<file path="src/rtl/apb_bridge_pkg.sv">
// Shared types and defaults for the APB side of the AHB-to-APB bridge:
// sequencer state encoding, slave address map and the default-map decode.
package apb_bridge_pkg;

    localparam int          DEF_ADDR_W   = 32;
    localparam int          DEF_DATA_W   = 32;
    localparam int          DEF_NUM_SLV  = 3;
    localparam logic [31:0] DEF_SLV_BASE = 32'h8000_0000;
    localparam logic [31:0] DEF_SLV_SIZE = 32'h0400_0000;

    typedef enum logic [2:0] {
        ST_IDLE     = 3'd0,
        ST_WWAIT    = 3'd1,
        ST_READ     = 3'd2,
        ST_WRITE    = 3'd3,
        ST_WRITEP   = 3'd4,
        ST_RENABLE  = 3'd5,
        ST_WENABLE  = 3'd6,
        ST_WENABLEP = 3'd7
    } state_e;

    function automatic logic is_setup(input state_e s);
        return (s == ST_READ) || (s == ST_WRITE) || (s == ST_WRITEP);
    endfunction

    function automatic logic is_enable(input state_e s);
        return (s == ST_RENABLE) || (s == ST_WENABLE) || (s == ST_WENABLEP);
    endfunction

    // One-hot select for the default address map; zero outside every window.
    function automatic logic [DEF_NUM_SLV-1:0] sel_decode(input logic [DEF_ADDR_W-1:0] addr);
        logic [DEF_NUM_SLV-1:0] sel;
        logic [DEF_ADDR_W:0]    lo;
        logic [DEF_ADDR_W:0]    a;
        sel = '0;
        a   = {1'b0, addr};
        for (int k = 0; k < DEF_NUM_SLV; k++) begin
            lo     = {1'b0, DEF_SLV_BASE} + (DEF_ADDR_W + 1)'(k) * {1'b0, DEF_SLV_SIZE};
            sel[k] = (a >= lo) && (a < lo + {1'b0, DEF_SLV_SIZE});
        end
        return sel;
    endfunction

endpackage

</file>
<file path="src/rtl/apb_sel_decode.sv">
// Combinational address-to-Pselx decode over NUM_SLV contiguous windows.
module apb_sel_decode
    import apb_bridge_pkg::*;
#(
    parameter int                ADDR_W   = DEF_ADDR_W,
    parameter int                NUM_SLV  = DEF_NUM_SLV,
    parameter logic [ADDR_W-1:0] SLV_BASE = ADDR_W'(DEF_SLV_BASE),
    parameter logic [ADDR_W-1:0] SLV_SIZE = ADDR_W'(DEF_SLV_SIZE)
) (
    input  logic [ADDR_W-1:0]  addr,
    output logic [NUM_SLV-1:0] pselx
);

    localparam bit IS_DEFAULT_MAP = (ADDR_W == DEF_ADDR_W) && (NUM_SLV == DEF_NUM_SLV) &&
                                    (SLV_BASE == DEF_SLV_BASE) && (SLV_SIZE == DEF_SLV_SIZE);

    if (IS_DEFAULT_MAP) begin : g_default
        assign pselx = sel_decode(addr);
    end else begin : g_generic
        // Window bounds are widened to 64 bits so the last window cannot wrap.
        for (genvar k = 0; k < NUM_SLV; k++) begin : g_win
            localparam logic [63:0] LO = 64'(SLV_BASE) + 64'(k) * 64'(SLV_SIZE);
            localparam logic [63:0] HI = LO + 64'(SLV_SIZE);
            assign pselx[k] = (64'(addr) >= LO) && (64'(addr) < HI);
        end
    end

endmodule

</file>
<file path="src/rtl/apb_fsm_controller.sv">
// APB-side sequencer of the AHB-to-APB bridge: turns qualified AHB transfers
// into APB SETUP/ENABLE cycles and stalls AHB via Hreadyout while busy.
module apb_fsm_controller
    import apb_bridge_pkg::*;
#(
    parameter int                ADDR_W   = DEF_ADDR_W,
    parameter int                DATA_W   = DEF_DATA_W,
    parameter int                NUM_SLV  = DEF_NUM_SLV,
    parameter logic [ADDR_W-1:0] SLV_BASE = ADDR_W'(DEF_SLV_BASE),
    parameter logic [ADDR_W-1:0] SLV_SIZE = ADDR_W'(DEF_SLV_SIZE)
) (
    input  logic               Hclk,
    input  logic               Hresetn,
    input  logic               valid,
    input  logic               Hwrite,
    input  logic               Hwritereg,
    input  logic [ADDR_W-1:0]  Haddr,
    input  logic [ADDR_W-1:0]  Haddr1,
    input  logic [ADDR_W-1:0]  Haddr2,
    input  logic [DATA_W-1:0]  Hwdata,
    input  logic [DATA_W-1:0]  Hwdata1,
    output logic               Pwrite,
    output logic               Penable,
    output logic [NUM_SLV-1:0] Pselx,
    output logic [ADDR_W-1:0]  Paddr,
    output logic [DATA_W-1:0]  Pwdata,
    output logic               Hreadyout
);

    state_e              state_q, state_d;
    logic [ADDR_W-1:0]   paddr_q, paddr_d;
    logic [DATA_W-1:0]   pwdata_q, pwdata_d;
    logic                pwrite_q, pwrite_d;
    logic                penable_q, penable_d;
    logic [NUM_SLV-1:0]  pselx_q, pselx_d;
    logic                hreadyout_q, hreadyout_d;
    logic [NUM_SLV-1:0]  sel_next;

    // Next state plus the address/data captured on entry to a setup state.
    always_comb begin
        // NOTE: every variable gets a default first so no path can infer a latch.
        state_d  = state_q;
        paddr_d  = paddr_q;
        pwdata_d = pwdata_q;

        unique case (state_q)
            ST_IDLE:     if (valid) state_d = Hwrite ? ST_WWAIT : ST_READ;
            ST_WWAIT:    state_d = valid ? ST_WRITEP : ST_WRITE;
            ST_READ:     state_d = ST_RENABLE;
            ST_WRITE:    state_d = valid ? ST_WENABLEP : ST_WENABLE;
            ST_WRITEP:   state_d = ST_WENABLEP;
            ST_RENABLE,
            ST_WENABLE:  state_d = !valid ? ST_IDLE : (Hwrite ? ST_WWAIT : ST_READ);
            ST_WENABLEP: state_d = !Hwritereg ? ST_READ : (valid ? ST_WRITEP : ST_WRITE);
            default:     state_d = ST_IDLE;
        endcase

        // A write issued straight after a pipelined enable is one AHB stage older.
        if (state_d == ST_READ) begin
            paddr_d = Haddr;
        end else if ((state_d == ST_WRITE) || (state_d == ST_WRITEP)) begin
            if (state_q == ST_WENABLEP) begin
                paddr_d  = Haddr2;
                pwdata_d = Hwdata1;
            end else begin
                paddr_d  = Haddr1;
                pwdata_d = Hwdata;
            end
        end
    end

    apb_sel_decode #(
        .ADDR_W   (ADDR_W),
        .NUM_SLV  (NUM_SLV),
        .SLV_BASE (SLV_BASE),
        .SLV_SIZE (SLV_SIZE)
    ) u_sel_decode (
        .addr  (paddr_d),
        .pselx (sel_next)
    );

    // Outputs are a function of the state being entered, so they register alongside it.
    always_comb begin
        pwrite_d    = pwrite_q;
        pselx_d     = pselx_q;
        penable_d   = 1'b0;
        hreadyout_d = 1'b1;
        if (is_setup(state_d)) begin
            pselx_d     = sel_next;
            pwrite_d    = (state_d != ST_READ);
            hreadyout_d = 1'b0;
        end else if (is_enable(state_d)) begin
            penable_d   = 1'b1;
        end else begin
            pselx_d     = '0;
        end
    end

    // NOTE: sequential state uses non-blocking assignments so every flop samples pre-edge values.
    always_ff @(posedge Hclk) begin
        if (!Hresetn) begin
            state_q     <= ST_IDLE;
            paddr_q     <= '0;
            pwdata_q    <= '0;
            pwrite_q    <= 1'b0;
            penable_q   <= 1'b0;
            pselx_q     <= '0;
            hreadyout_q <= 1'b1;
        end else begin
            state_q     <= state_d;
            paddr_q     <= paddr_d;
            pwdata_q    <= pwdata_d;
            pwrite_q    <= pwrite_d;
            penable_q   <= penable_d;
            pselx_q     <= pselx_d;
            hreadyout_q <= hreadyout_d;
        end
    end

    assign Pwrite    = pwrite_q;
    assign Penable   = penable_q;
    assign Pselx     = pselx_q;
    assign Paddr     = paddr_q;
    assign Pwdata    = pwdata_q;
    assign Hreadyout = hreadyout_q;

endmodule

</file>
<file path="config.mk">
export PLATFORM = sky130hd
export DESIGN_NAME = apb_fsm_controller
export DESIGN_NICKNAME = d
export VERILOG_FILES = /design/src/rtl/apb_bridge_pkg.sv /design/src/rtl/apb_sel_decode.sv /design/src/rtl/apb_fsm_controller.sv
export SDC_FILE = /design/constraint.sdc
export NUM_CORES = 1
export LEC_CHECK = 0
export CAP_MARGIN = 0
export CELL_PAD_IN_SITES_DETAIL_PLACEMENT = 1
export CELL_PAD_IN_SITES_GLOBAL_PLACEMENT = 2
export CORE_MARGIN = 2
export CORE_UTILIZATION = 25
export CTS_BUF_LIST = sky130_fd_sc_hd__clkbuf_8
export DETAILED_ROUTE_END_ITERATION = 10
export GPL_TIMING_DRIVEN = 0
export PLACE_DENSITY_LB_ADDON = 0.1
export SLEW_MARGIN = 20
export SYNTH_ARGS = -nofsm -noshare
export SYNTH_HDL_FRONTEND = slang
export SYNTH_HIERARCHICAL = 1
export SYNTH_SLANG_ARGS = --single-unit
export TNS_END_PERCENT = 100
</file>
<file path="constraint.sdc">
create_clock -name Hclk -period 7.25 [get_ports Hclk]
set_clock_uncertainty 0.1 [all_clocks]
set_input_delay 0.725 -clock Hclk [delete_from_list [all_inputs] [get_ports Hclk]]
set_output_delay 0.725 -clock Hclk [all_outputs]
set_load 0.05 [all_outputs]
</file>
==> summary.txt <==
Run status
  • Status: complete, no violations

Critical path
  • Stages on worst setup path: 10
  • Critical Path RT: 7.47 ns
  • CP Buf/Inv Count: 3
  • CP endpoint kind: register
  • Crit-path max FO: 8
  • Setup crit start kind: input pin
  • Crit-path max cell delay: 0.58 ns
  • Setup CP Type: in -> reg
  • Worst-case reg-to-reg path depth: 10
  • Crit-path cells: clkdlybuf4s50_1 -> nor2b_1 -> a22oi_2 -> o21ai_2 -> buf_6 -> buf_12 -> mux2i_1 -> or4b_4 -> nor3b_2 -> a22o_1
  • Reg2reg setup slack: 4.62 ns
  • RR Startpoint: state_q[0]
  • CP top delay family: simple AND/OR/NAND/NOR gates
  • Slowest CP cell: clkdlybuf4s50_1
  • CP arrival: 3.41 ns
  • Worst reg2reg path endpoint: Pselx[2]

Clock network
  • Worst-skew pair later-pin latency: 0.37 ns
  • Post-CTS sizing: 0
  • Clock net sink count: 73
  • Post-CTS Hold Buffers: 0
  • CTS Buffer Depth: 2
  • Post-CTS setup buffers: 0
  • CTS buffer count: 9
  • CTS H-tree depth: 3
  • Clock transition at path regs: 0.09 ns
  • Root Buffer: clkbuf_8
  • CTS tree: yes

Cells and area
  • Final Util: 41.28%
  • Filler cells: 2074
  • Layout Area Growth over Synthesis: 61.94%
  • Diodes inserted: 0
  • Share of cells above drive strength 1: 7.320%
  • Nets: 925

Place
  • GP Congestion: 0.8123
  • PortBufs: 234
  • HPWL Detailed: 14070 µm
  • Placement Setup Slack: 3.671 ns

Timing
  • Fin crit period: 3.193 ns
  • Final hold viol count: 0
  • Fin worst setup slack: 4.057 ns
  • Actual slew at the worst max-slew pin: 0.5663 ns
  • Final TNS setup: 0 ns
  • Setup violations, final: 0
  • Slew Viols, Final: 0
  • Relative max-transition margin: 62.13%
  • FMAX: 313.2 MHz
  • Final worst path period share: 44.04%
  • RSZ-0062 raised after global routing: no

Worst hold path
  • Hold Path Class: reg -> reg
  • Endpoint of the worst hold path: Pwrite
  • Hold Crit Depth: 2
  • Hold_sp: Pwrite

Power
  • Internal power: 1.213 mW
  • Register share of total power: 26.0%
  • Comb pwr share: 58.8%
  • Pwr Density: 312.9 nW/µm²
  • Switching part of the total: 47.71%
  • Leak: 3.240 nW
  • Clock Power Share: 15.2%
  • Net switching power: 1.107 mW
  • Worst vdd ir: 0.1208 mV

GRT
  • GR Overflow Total: 0
  • Initial antenna violation count: 1
  • Largest net degree at the start of global routing: 16
  • First-pass GRT wire length: 28780 µm
  • Vias in the first global route: 5287
  • Tot GR Track Use: 18.58%

Floorplanning
  • Core ar.: 17960 µm²
  • Starting Density: 25.49%
  • Core Rows: 49
  • I/O pin total: 235
  • Die height: 139.3 µm
  • Die Wd: 139.3 µm
  • Die area: 19420 µm²

Synthesis
  • Netlist Area Pre-Place: 4579 µm²
  • Post-Syn Area per Cell: 8.892 µm²
  • Syn Inst Count: 515
  • Syn Nets: 680
  • Synth Warn #: 6

Flow run
  • Max-Cap Viols: 0

Routing
  • Vias per cell: 4.935
  • DR WL/cell: 18.47 µm
  • Remaining DRCs: 0
  • Final antenna-violating net count: 0
  • Initial DRC count: 70
  • Vias: 4905
  • Total routed wirelength: 18360 µm
  • TritonRoute pass-1 iters: 5
how the worst max path moves through the flow:
stage | start | to | slack (ns)
after global routing | valid | Pselx[0] | 3.91
after global placement | valid | Pselx[2] | 3.67
final | valid | Pselx[2] | 4.06
after CTS | valid | Pselx[2] | 4.05
after floorplan | Hwrite | Pselx[2] | 4.59
after detailed placement | valid | Pselx[2] | 3.67
per-layer routing:
metal	GRT usage [%]	part of all wire [%]
met1	22.33	44
met2	32.38	48
met3	5.437	7.0
met4	4.944	1.2
met5	0	0
metrics by stage:
step	hold WS [ns]	cell area, µm²	cells	total power [mW]
6_report	0.3637	7416	994	2.320
5_1_grt	0.3895	7416	994	2.464
3_3_place_gp	0.3435	7208	978	1.965
3_5_place_dp	0.3542	7208	978	1.983
2_1_floorplan	0.5685	4579	515	1.490
4_1_cts	0.3686	7416	994	2.355
layout make-up:
class	count	area [µm²]	area share (%)
buffer	57	364.1	4.910
inverter	8	30.03	0.4049
multi-input combinational	377	2724	36.73
timing repair buffer	234	2342	31.58
tap	229	286.5	3.864
clock buffer	9	123.9	1.670
sequential	73	1461	19.71
clock inverter	7	83.83	1.130
power groups by stage:
stage	Sequential, mW	Combinational [mW]	Clock [mW]
4_1_cts	0.603	1.38	0.372
2_1_floorplan	0.988	0.502	0
6_report	0.602	1.36	0.354
3_5_place_dp	0.610	1.37	0
5_1_grt	0.620	1.46	0.388
3_3_place_gp	0.605	1.36	0
state kept, by name (all words and copies together), names as in the netlist:
signal	cells
Penable	1
Paddr	32
Hreadyout	1
Pselx	3
state_q	3
Pwdata	32
Pwrite	1
layout by cell type (no fill, tap or decap), types with 2 or more instances in the layout:
cell / count
a21oi_1: 3
a22o_1: 3
and3_1: 2
and4b_1: 32
buf_12: 3
buf_2: 9
buf_4: 12
buf_6: 6
clkbuf_1: 27
clkbuf_8: 9
clkdlybuf4s50_1: 234
dfxtp_1: 73
inv_1: 7
inv_6: 3
mux2i_1: 70
nand2_1: 69
nand2b_1: 3
nor2_1: 34
nor2b_1: 2
nor3_1: 3
nor3b_2: 2
o2111ai_1: 32
o211a_1: 32
o211ai_1: 7
o21a_1: 2
o21ai_0: 19
o21ai_1: 16
or3_1: 32
worst reg2reg max path, delay by kind of cell (launching register included):
family	cells	cell delay, ns
AND/OR/NAND/NOR	2	0.73
buffers and inverters	4	0.72
multiplexers	1	0.21
flip-flops	1	0.32
AO/OA/AOI/OAI	3	0.50
(Power assumes the default switching activity.)
